===== config.mk =====
export PLATFORM = sky130hd
export DESIGN_NAME = rmt_dest_demux_flat
export DESIGN_NICKNAME = d
export VERILOG_FILES = /design/src/rtl/rmt_dest_demux_if.sv /design/src/rtl/rmt_dest_demux.sv /design/src/flat_wrapper.sv
export SDC_FILE = /design/constraint.sdc
export NUM_CORES = 1
export LEC_CHECK = 0
export ABC_AREA = 1
export BUFFER_PORTS_ARGS = -buffer_cell sky130_fd_sc_hd__buf_2
export CAP_MARGIN = 20
export CELL_PAD_IN_SITES_DETAIL_PLACEMENT = 1
export CELL_PAD_IN_SITES_GLOBAL_PLACEMENT = 2
export CORE_AREA = 8 8 729 731
export DETAILED_ROUTE_END_ITERATION = 8
export DIE_AREA = 0 0 737 739
export PLACE_DENSITY_LB_ADDON = 0.1
export REMOVE_ABC_BUFFERS = 1
export SETUP_SLACK_MARGIN = 0.1
export SLEW_MARGIN = 20
export SYNTH_ARGS = -nofsm -noshare
export SYNTH_HDL_FRONTEND = slang
export SYNTH_SLANG_ARGS = --single-unit

===== constraint.sdc =====
create_clock -name clk -period 14.9 [get_ports clk]
set_clock_uncertainty 0.1 [all_clocks]
set_input_delay 2.235 -clock clk [delete_from_list [all_inputs] [get_ports clk]]
set_output_delay 2.235 -clock clk [all_outputs]
set_load 0.01 [all_outputs]

===== src/rtl/rmt_dest_demux_if.sv =====
// rmt_dest_demux_if: stream bundle around the destination demultiplexer.
//   s_axis_* : single input stream (tdata/tkeep/tvalid/tready/tlast/tuser/tdest)
//   m_axis_* : M_COUNT output streams packed side by side, port i in slice i
// Modports:
//   slave  : the demux itself (consumes s_axis_*, produces m_axis_*)
//   master : the environment feeding the demux and sinking its outputs
interface rmt_dest_demux_if #(
    parameter int DATA_WIDTH = 512,
    parameter int KEEP_WIDTH = DATA_WIDTH/8,
    parameter int USER_WIDTH = 8,
    parameter int DEST_WIDTH = 2,
    parameter int M_COUNT    = 2
);
    logic [DATA_WIDTH-1:0]         s_axis_tdata;
    logic [KEEP_WIDTH-1:0]         s_axis_tkeep;
    logic                          s_axis_tvalid;
    logic                          s_axis_tready;
    logic                          s_axis_tlast;
    logic [USER_WIDTH-1:0]         s_axis_tuser;
    logic [DEST_WIDTH-1:0]         s_axis_tdest;

    logic [M_COUNT*DATA_WIDTH-1:0] m_axis_tdata;
    logic [M_COUNT*KEEP_WIDTH-1:0] m_axis_tkeep;
    logic [M_COUNT-1:0]            m_axis_tvalid;
    logic [M_COUNT-1:0]            m_axis_tready;
    logic [M_COUNT-1:0]            m_axis_tlast;
    logic [M_COUNT*USER_WIDTH-1:0] m_axis_tuser;

    modport slave (
        input  s_axis_tdata, s_axis_tkeep, s_axis_tvalid, s_axis_tlast,
        input  s_axis_tuser, s_axis_tdest,
        output s_axis_tready,
        output m_axis_tdata, m_axis_tkeep, m_axis_tvalid, m_axis_tlast, m_axis_tuser,
        input  m_axis_tready
    );

    modport master (
        output s_axis_tdata, s_axis_tkeep, s_axis_tvalid, s_axis_tlast,
        output s_axis_tuser, s_axis_tdest,
        input  s_axis_tready,
        input  m_axis_tdata, m_axis_tkeep, m_axis_tvalid, m_axis_tlast, m_axis_tuser,
        output m_axis_tready
    );
endinterface


===== src/rtl/rmt_dest_demux.sv =====
// rmt_dest_demux: steers whole AXI-Stream frames from the RMT header-match
// stage to one of M_COUNT output ports chosen by tdest on the first beat.
// Frames whose tdest has no port are consumed and discarded.
// Ports:
//   clk, rst_n        : clock, asynchronous active-low reset
//   axis (slave)      : input stream s_axis_* and packed outputs m_axis_*
//   stat_frames       : per-port delivered-frame counters, port i in slice i
//   stat_drop_frames  : discarded-frame counter
//   busy              : a frame is in progress or the holding register is full
module rmt_dest_demux #(
    parameter int DATA_WIDTH = 512,
    parameter int KEEP_WIDTH = DATA_WIDTH/8,
    parameter int USER_WIDTH = 8,
    parameter int DEST_WIDTH = 2,
    parameter int M_COUNT    = 2,
    parameter int CNT_WIDTH  = 32
) (
    input  logic                         clk,
    input  logic                         rst_n,
    rmt_dest_demux_if.slave              axis,
    output logic [M_COUNT*CNT_WIDTH-1:0] stat_frames,
    output logic [CNT_WIDTH-1:0]         stat_drop_frames,
    output logic                         busy
);
    localparam logic [DEST_WIDTH:0] M_COUNT_L = (DEST_WIDTH+1)'(M_COUNT);

    typedef enum logic [1:0] {S_IDLE, S_FWD, S_DROP} state_t;

    state_t                  state, state_n;
    logic                    vld_p1;
    logic [DEST_WIDTH-1:0]   sel_p1;
    logic [DATA_WIDTH-1:0]   data_p1;
    logic [KEEP_WIDTH-1:0]   keep_p1;
    logic                    last_p1;
    logic [USER_WIDTH-1:0]   user_p1;
    logic [M_COUNT-1:0]      m_vld;
    logic [CNT_WIDTH-1:0]    frame_cnt [M_COUNT];
    logic [CNT_WIDTH-1:0]    drop_cnt;

    logic dest_ok, out_hs, fwd_ready, rdy, s_ready, accept, fwd_beat, load, drop_inc;

    // Input stage: routing decision and acceptance
    assign dest_ok  = ({1'b0, axis.s_axis_tdest} < M_COUNT_L);
    // m_vld is one-hot, so any handshake means the selected port took the beat.
    assign out_hs    = |(m_vld & axis.m_axis_tready);
    assign fwd_ready = !vld_p1 || out_hs;
    // Ready is forced low while reset is held, independent of state.
    assign s_ready   = rdy && rst_n;
    assign accept    = axis.s_axis_tvalid && s_ready;
    assign load      = accept && fwd_beat;
    assign axis.s_axis_tready = s_ready;

    always_comb begin
        state_n  = state;
        rdy      = 1'b0;
        fwd_beat = 1'b0;
        drop_inc = 1'b0;
        unique case (state)
            S_IDLE: begin
                if (axis.s_axis_tvalid) begin
                    if (dest_ok) begin
                        rdy      = fwd_ready;
                        fwd_beat = 1'b1;
                        if (accept && !axis.s_axis_tlast) state_n = S_FWD;
                    end else begin
                        rdy = 1'b1;
                        if (accept) begin
                            if (axis.s_axis_tlast) drop_inc = 1'b1;
                            else                   state_n  = S_DROP;
                        end
                    end
                end
            end
            S_FWD: begin
                rdy      = fwd_ready;
                fwd_beat = 1'b1;
                if (accept && axis.s_axis_tlast) state_n = S_IDLE;
            end
            S_DROP: begin
                rdy = 1'b1;
                if (accept && axis.s_axis_tlast) begin
                    drop_inc = 1'b1;
                    state_n  = S_IDLE;
                end
            end
            default: state_n = S_IDLE;
        endcase
    end

    always_ff @(posedge clk or negedge rst_n) begin
        if (!rst_n) begin
            state  <= S_IDLE;
            vld_p1 <= 1'b0;
            sel_p1 <= '0;
        end else begin
            state <= state_n;
            if (load)        vld_p1 <= 1'b1;
            else if (out_hs) vld_p1 <= 1'b0;
            // sel is latched only at frame start and held for the rest of the frame.
            if (load && state == S_IDLE) sel_p1 <= axis.s_axis_tdest;
        end
    end

    // Output stage: single holding register broadcast to all ports
    always_ff @(posedge clk) begin
        if (load) begin
            data_p1 <= axis.s_axis_tdata;
            keep_p1 <= axis.s_axis_tkeep;
            last_p1 <= axis.s_axis_tlast;
            user_p1 <= axis.s_axis_tuser;
        end
    end

    for (genvar i = 0; i < M_COUNT; i++) begin : g_port
        assign m_vld[i] = vld_p1 && (sel_p1 == DEST_WIDTH'(i));
        assign axis.m_axis_tdata[i*DATA_WIDTH +: DATA_WIDTH] = data_p1;
        assign axis.m_axis_tkeep[i*KEEP_WIDTH +: KEEP_WIDTH] = keep_p1;
        assign axis.m_axis_tuser[i*USER_WIDTH +: USER_WIDTH] = user_p1;
        assign axis.m_axis_tlast[i]                          = last_p1;
        assign stat_frames[i*CNT_WIDTH +: CNT_WIDTH]         = frame_cnt[i];
    end
    assign axis.m_axis_tvalid = m_vld;

    always_ff @(posedge clk or negedge rst_n) begin
        if (!rst_n) begin
            for (int i = 0; i < M_COUNT; i++) frame_cnt[i] <= '0;
            drop_cnt <= '0;
        end else begin
            for (int i = 0; i < M_COUNT; i++) begin
                if (m_vld[i] && axis.m_axis_tready[i] && last_p1)
                    frame_cnt[i] <= frame_cnt[i] + 1'b1;
            end
            if (drop_inc) drop_cnt <= drop_cnt + 1'b1;
        end
    end

    assign stat_drop_frames = drop_cnt;
    assign busy             = (state != S_IDLE) || vld_p1;
endmodule


===== src/flat_wrapper.sv =====
// flat-port wrapper written by rule: the top's interface ports become plain ports
module rmt_dest_demux_flat 
#(
    parameter int DATA_WIDTH = 512,
    parameter int KEEP_WIDTH = DATA_WIDTH/8,
    parameter int USER_WIDTH = 8,
    parameter int DEST_WIDTH = 2,
    parameter int M_COUNT    = 2,
    parameter int CNT_WIDTH  = 32
)
  (clk, rst_n, stat_frames, stat_drop_frames, busy, axis_s_axis_tdata, axis_s_axis_tkeep, axis_s_axis_tvalid, axis_s_axis_tlast, axis_s_axis_tuser, axis_s_axis_tdest, axis_s_axis_tready, axis_m_axis_tdata, axis_m_axis_tkeep, axis_m_axis_tvalid, axis_m_axis_tlast, axis_m_axis_tuser, axis_m_axis_tready);
  rmt_dest_demux_if #(.DATA_WIDTH(DATA_WIDTH), .KEEP_WIDTH(KEEP_WIDTH), .USER_WIDTH(USER_WIDTH), .DEST_WIDTH(DEST_WIDTH), .M_COUNT(M_COUNT)) axis_i ();
  input  logic clk;
  input  logic rst_n;
  output logic [M_COUNT*CNT_WIDTH-1:0] stat_frames;
  output logic [CNT_WIDTH-1:0] stat_drop_frames;
  output logic busy;
  input wire logic [$bits(axis_i.s_axis_tdata)-1:0] axis_s_axis_tdata;
  input wire logic [$bits(axis_i.s_axis_tkeep)-1:0] axis_s_axis_tkeep;
  input wire logic [$bits(axis_i.s_axis_tvalid)-1:0] axis_s_axis_tvalid;
  input wire logic [$bits(axis_i.s_axis_tlast)-1:0] axis_s_axis_tlast;
  input wire logic [$bits(axis_i.s_axis_tuser)-1:0] axis_s_axis_tuser;
  input wire logic [$bits(axis_i.s_axis_tdest)-1:0] axis_s_axis_tdest;
  output wire logic [$bits(axis_i.s_axis_tready)-1:0] axis_s_axis_tready;
  output wire logic [$bits(axis_i.m_axis_tdata)-1:0] axis_m_axis_tdata;
  output wire logic [$bits(axis_i.m_axis_tkeep)-1:0] axis_m_axis_tkeep;
  output wire logic [$bits(axis_i.m_axis_tvalid)-1:0] axis_m_axis_tvalid;
  output wire logic [$bits(axis_i.m_axis_tlast)-1:0] axis_m_axis_tlast;
  output wire logic [$bits(axis_i.m_axis_tuser)-1:0] axis_m_axis_tuser;
  input wire logic [$bits(axis_i.m_axis_tready)-1:0] axis_m_axis_tready;
  assign axis_i.s_axis_tdata = axis_s_axis_tdata;
  assign axis_i.s_axis_tkeep = axis_s_axis_tkeep;
  assign axis_i.s_axis_tvalid = axis_s_axis_tvalid;
  assign axis_i.s_axis_tlast = axis_s_axis_tlast;
  assign axis_i.s_axis_tuser = axis_s_axis_tuser;
  assign axis_i.s_axis_tdest = axis_s_axis_tdest;
  assign axis_s_axis_tready = axis_i.s_axis_tready;
  assign axis_m_axis_tdata = axis_i.m_axis_tdata;
  assign axis_m_axis_tkeep = axis_i.m_axis_tkeep;
  assign axis_m_axis_tvalid = axis_i.m_axis_tvalid;
  assign axis_m_axis_tlast = axis_i.m_axis_tlast;
  assign axis_m_axis_tuser = axis_i.m_axis_tuser;
  assign axis_i.m_axis_tready = axis_m_axis_tready;
  rmt_dest_demux #(.DATA_WIDTH(DATA_WIDTH), .KEEP_WIDTH(KEEP_WIDTH), .USER_WIDTH(USER_WIDTH), .DEST_WIDTH(DEST_WIDTH), .M_COUNT(M_COUNT), .CNT_WIDTH(CNT_WIDTH)) u_core (.clk(clk), .rst_n(rst_n), .axis(axis_i), .stat_frames(stat_frames), .stat_drop_frames(stat_drop_frames), .busy(busy));
endmodule

Word-level counts from Yosys, hierarchy flattened
Cells that the tools add are included.

Add/subtract/negate cells: 3. Multipliers: 0. Divide/modulo/power cells: 0. Order comparisons: 1. Equal/unequal tests: 8. Shift operators: 0. Mux-type cells: 21. Bitwise gates (word level): 1. Reductions and logical operators: 23.

Operators by type and width (number): adder 32 x 1 -> 32 bit (second input constant) (3); logical AND 1 bit (12); two-way mux 2 bit (6); two-way mux 1 bit (11); AND reduction 5 bit (1); == test 2 x 1 -> 1 bit (second input constant) (2); logical NOT 2 bit (2); one-hot mux 1 bit (2 select lines) (2); one-hot mux 2 bit (2 select lines) (1); nonzero test 2 bit (2); OR reduction 2 bit (2); inequality test 3 x 1 -> 1 bit (second input constant) (1); inequality test 3 x 2 -> 1 bit (second input constant) (1); inequality test 3 bit (second input constant) (1); one-hot mux 1 bit (3 select lines) (1); bitwise AND 2 bit (1); == test 2 bit (second input constant) (1); logical NOT 1 bit (2); logical OR 1 bit (2); < comparator 2 bit (second input constant) (1); inequality test 2 x 1 -> 1 bit (second input constant) (1); inequality test 2 bit (second input constant) (1).

Register bits: 686. Bits in latches: 0. RAM bits: 0. ROM bits: 0. Bits of input ports: 592. Output and inout port bits: 1270. Logic and storage cells: 67. Memories kept: 0.

Longest topological paths before layout
Word-level depth: 15. Mapped depth: 11. Depth with buffers taken out: 11.

Least setup slack after synthesis
Ideal clock, no wire load.

Path kind: input to register. From: in axis_m_axis_tready[1]. To: reg u_core.data_p1[0] (enable). Setup time: 0.927 ns. Data arrival time: 14.002 ns. Data required time: 13.873 ns. Slack: -0.128 ns. Stages: 6. Path buffers: 0. Path through: nand4_4 nand2_1 nand2_1 nand3_2 nand4_1 inv_1.

Cells in the longest elaborated chain, start to end: 9.

RTL lines: start: declaration (line flat_wrapper.sv:30) `input wire logic [$bits(axis_i.m_axis_tready)-1:0] axis_m_axis_tready;`; bitwise AND 2 bit (*) (line rmt_dest_demux.sv:45) `assign out_hs = |(m_vld & axis.m_axis_tready);`; OR reduction 2 bit (*) (line rmt_dest_demux.sv:45); logical OR 1 bit (*) (line rmt_dest_demux.sv:46) `assign fwd_ready = !vld_p1 || out_hs;`; two-way mux 1 bit (line rmt_dest_demux.sv:61) `if (dest_ok) begin`; two-way mux 1 bit (line rmt_dest_demux.sv:60) `if (axis.s_axis_tvalid) begin`; one-hot mux 1 bit (3 select lines) (*) (line rmt_dest_demux.sv:58) `unique case (state)`; logical AND 1 bit (*) (line rmt_dest_demux.sv:48) `assign s_ready = rdy && rst_n;`; logical AND 1 bit (*) (line rmt_dest_demux.sv:49) `assign accept = axis.s_axis_tvalid && s_ready;`; logical AND 1 bit (*) (line rmt_dest_demux.sv:50) `assign load = accept && fwd_beat;`; net u_core.load (line rmt_dest_demux.sv:40) `logic dest_ok, out_hs, fwd_ready, rdy, s_ready, accept, fwd_beat, load, drop_inc;`; end signal: assignment (line rmt_dest_demux.sv:107) `data_p1 <= axis.s_axis_tdata;`; end: declaration (line rmt_dest_demux.sv:32) `logic [DATA_WIDTH-1:0] data_p1;`.

The timed path passes the listed nets; every way through them passes the cells marked *. A chain may end at the register's enable or synchronous reset.

Worst setup path in the final report
From: in rst_n. To: out axis_s_axis_tready.

Cells in the longest elaborated chain, start to end: 1.

RTL lines: start: declaration (line flat_wrapper.sv:14) `input logic rst_n;`; logical AND 1 bit (line rmt_dest_demux.sv:48); end: declaration (line flat_wrapper.sv:24) `output wire logic [$bits(axis_i.s_axis_tready)-1:0] axis_s_axis_tready;`.

Every way passes these cells.

==> impl_metrics.py <==
metrics = {
    "critical_path": {
        "cp.required_ns": 12.57,
        "crit_start": "rst_n",
        "timing.rr.end": "u_core.data_p1[297]",
        "crit_path_end": "axis_s_axis_tready",
        "timing.rr.start": "u_core.state[0]",
        "start_kind": "input pin",
        "r2r_slack_ns": 10.88,
        "endpoint_kind": "output port",
        "cp_max_fo": 26,
        "r2r_cells": 10,
        "worstSetupPathType": "input pin to output port",
        "cp_data_arrival_time_ns": 3.49,
    },
    "synthesis": {
        "synth_cell_types": 36,
        "synth_compound_area_share_pct": 0.8218,
        "synth_warnings": 0,
        "synth_xor_area_share_pct": 2.735,
        "synthesis.area_sq_um": 27860,
        "synth_top_cell_area_share_pct": 63.05,
        "synth_largest_area_cell": "edfxtp_1",
        "synthAdderAreaFrac_pct": 0.3143,
        "syn-instance-count": 1907,
        "synth_top_family_by_area": "buffers and inverters",
        "synth_simple_gate_area_share_pct": 6.740,
        "synthMuxAreaShare_pct": 0,
        "synthTopCellsByArea": "edfxtp_1 63%, buf_4 16%, dfrtp_1 9.1%",
        "avgSynthCellArea_sq_um": 14.61,
        "ys_seq_area_share_pct": 72.12,
        "synth_seq_cells": 686,
    },
    "detailed_routing": {
        "drcViolationCount": 0,
        "top_layer_used": "met5",
        "drtPass1Iterations": 5,
        "wl_per_cell_um": 30.80,
        "vias": 21890,
        "vias_per_cell": 2.104,
        "detail-route-antenna-nets": 0,
        "met1_length_um": 116100,
        "wl_met3_um": 30200,
        "dr_wl_met2_um": 163400,
        "initialDrtViolationCount": 1046,
        "wirelength_um": 320400,
    },
    "power_and_ir_drop": {
        "ir_worst_vdd_mv": 0.09791,
        "powerDensity_nw_per_um2": 143.7,
        "total_power_mw": 6.524,
        "power_leakage_nw": 17.40,
    },
    "timing": {
        "fmax_mhz": 171.7,
        "finalSetupViolations": 0,
        "rsz0062_at_grt": "false",
        "slew_viol_final": 0,
        "slew_headroom_pct": 28.91,
        "finalHoldViolations": 0,
        "worst_pin_slew_ns": 1.066,
        "timing.final.ws_setup_ns": 9.074,
        "min_period_ns": 5.826,
        "tns_ns": 0,
        "fin_crit_sh_pct": 39.10,
    },
    "grt": {
        "first_global_vias": 22770,
        "grt_pass1_wl_um": 373200,
        "grt_max_degree": 137,
        "grt-ovfl-total": 0,
        "antenna_found_initial": 330,
        "grtUsageTotal_pct": 11.19,
    },
    "final_layout": {
        "nets": 3901,
        "synthToLayoutAreaGrowth_pct": 62.92,
        "fillers": 60990,
        "finalCoreUtilization_pct": 8.743,
        "final_common_cell": "buf_2",
        "multi_input_area_sq_um": 2967,
        "regArea_sq_um": 20090,
        "drive_gt1_share_pct": 60.98,
        "layout_common_cells": "1860 x buf_2, 585 x edfxtp_1, 199 x nand2_1",
    },
    "cts": {
        "cts_tree": "yes",
        "ctsResizeCount": 0,
        "cts_buffers": 115,
        "clk_pin_slew_ns": 0.05,
        "clock_latency_ns": 0.80,
        "clkSinkCount": 686,
        "post-cts-setup-buffers": 0,
        "root_buffer": "clkbuf_16",
        "htree_levels": 3,
        "clockBufferDepth": 4,
        "holdBufCountCts": 0,
    },
    "placed_design": {
        "place.gp.congestion": 0.7994,
        "portBuffers": 1861,
        "dp_slack_ns": 8.515,
        "dp_hpwl_um": 287000,
    },
    "floorplan": {
        "initial_core_util_pct": 5.366,
        "die_w_um": 737,
        "core_area_sq_um": 519200,
        "die_area_sq_um": 544600,
        "rows": 265,
        "ios": 1862,
        "die_h_um": 739,
    },
    "status": {
        "status": "finished clean",
    },
    "worst_hold_path": {
        "hold_path_class": "register to register",
    },
    "flow_run": {
        "drv_cap": 0,
    },
}
Yosys cell counts:
master and instances:
nand4_4 2, nor2_2 2, nand3b_4 1, o21ai_1 9, nand3b_1 3, o21ai_0 33
nand3_4 1, and2_1 2, xor2_1 70, inv_1 91, edfxtp_1 585, nor2_1 65
dfrtp_1 101, nand3_2 2, inv_2 2, nand2_4 1, nor3_4 1, nor4_1 6
nor2_8 2, a21oi_2 1, nand3_1 22, nor2_4 6, nor3_2 3, a21oi_1 2
nand2_2 3, and3_1 1, buf_4 588, nand2_1 199, buf_6 3, clkbuf_1 4
nor3_1 45, nand4_2 1, xnor2_1 17, ha_1 7, nand4_1 25, nor3b_1 1
worst min-delay path by stage:
stage | startpoint | to | slack [ns] | cells after the start
floorplan | u_core.state[1] | u_core.state[1] | 0.39 | 2
global placement | u_core.stat_frames[20] | u_core.stat_frames[20] | 0.40 | 1
detailed placement | u_core.stat_frames[12] | u_core.stat_frames[12] | 0.40 | 1
CTS | u_core.stat_frames[12] | u_core.stat_frames[12] | 0.41 | 1
global route | u_core.stat_frames[12] | u_core.stat_frames[12] | 0.44 | 1
finish | u_core.stat_frames[12] | u_core.stat_frames[12] | 0.40 | 1
routing by layer:
metal | track usage (%) | vias up
met1 | 11.77 | 10620
met2 | 20.74 | 1654
met5 | 0 | -
li1 | - | 8870
met3 | 4.494 | 659
met4 | 2.484 | 80
registers in the layout (all words and copies together) (netlist names):
signal / flops
u_core.data_p1: 512
u_core.keep_p1: 64
u_core.last_p1: 1
u_core.sel_p1: 2
u_core.stat_drop_frames: 32
u_core.stat_frames: 64
u_core.state: 2
u_core.user_p1: 8
u_core.vld_p1: 1
stage by stage:
stage          hold slack, ns  instances  instance area [sq um]
3_5_place_dp           0.4024      10130                  41520
6_report               0.3978      10400                  45390
2_1_floorplan          0.3901       1312                  23400
4_1_cts                0.4074      10340                  45230
5_1_grt                0.4374      10340                  45240
3_3_place_gp           0.4000      10130                  41520
worst max-delay path, cell delays in order:
cell and delay (ns):
buf_4 0.36, inv_1 0.09, nor2_1 0.30, and2_1 0.22
buf_2 0.25
cell type report:
| cell class | instances | share of cell area [%] |
|---|---|---|
| sequential | 686 | 44.27 |
| timing repair buffer | 1873 | 20.75 |
| tap | 6942 | 19.13 |
| clock buffer | 138 | 6.618 |
| multi-input combinational | 533 | 6.535 |
| clock inverter | 70 | 1.544 |
| inverter | 93 | 0.7855 |
| antenna | 67 | 0.3693 |
logic make-up after synthesis:
| logic type | count (synthesis) |
|---|---|
| DFF | 686 |
| xor gates and xnor gates | 87 |
| adders and majority gates | 7 |
| AOI/OAI and AO/OA | 45 |
| and+or+nand+nor | 394 |
| buffers and inverters | 688 |
where the power goes:
group / leakage [nW] / switching (mW) / internal, mW / total [mW]
clock network: 1.78 / 1.16 / 1.61 / 2.77
logic: 9.04 / 0.762 / 0.321 / 1.08
registers: 6.57 / 0.326 / 2.35 / 2.67
Note: power is estimated with default switching activity, not from simulation.
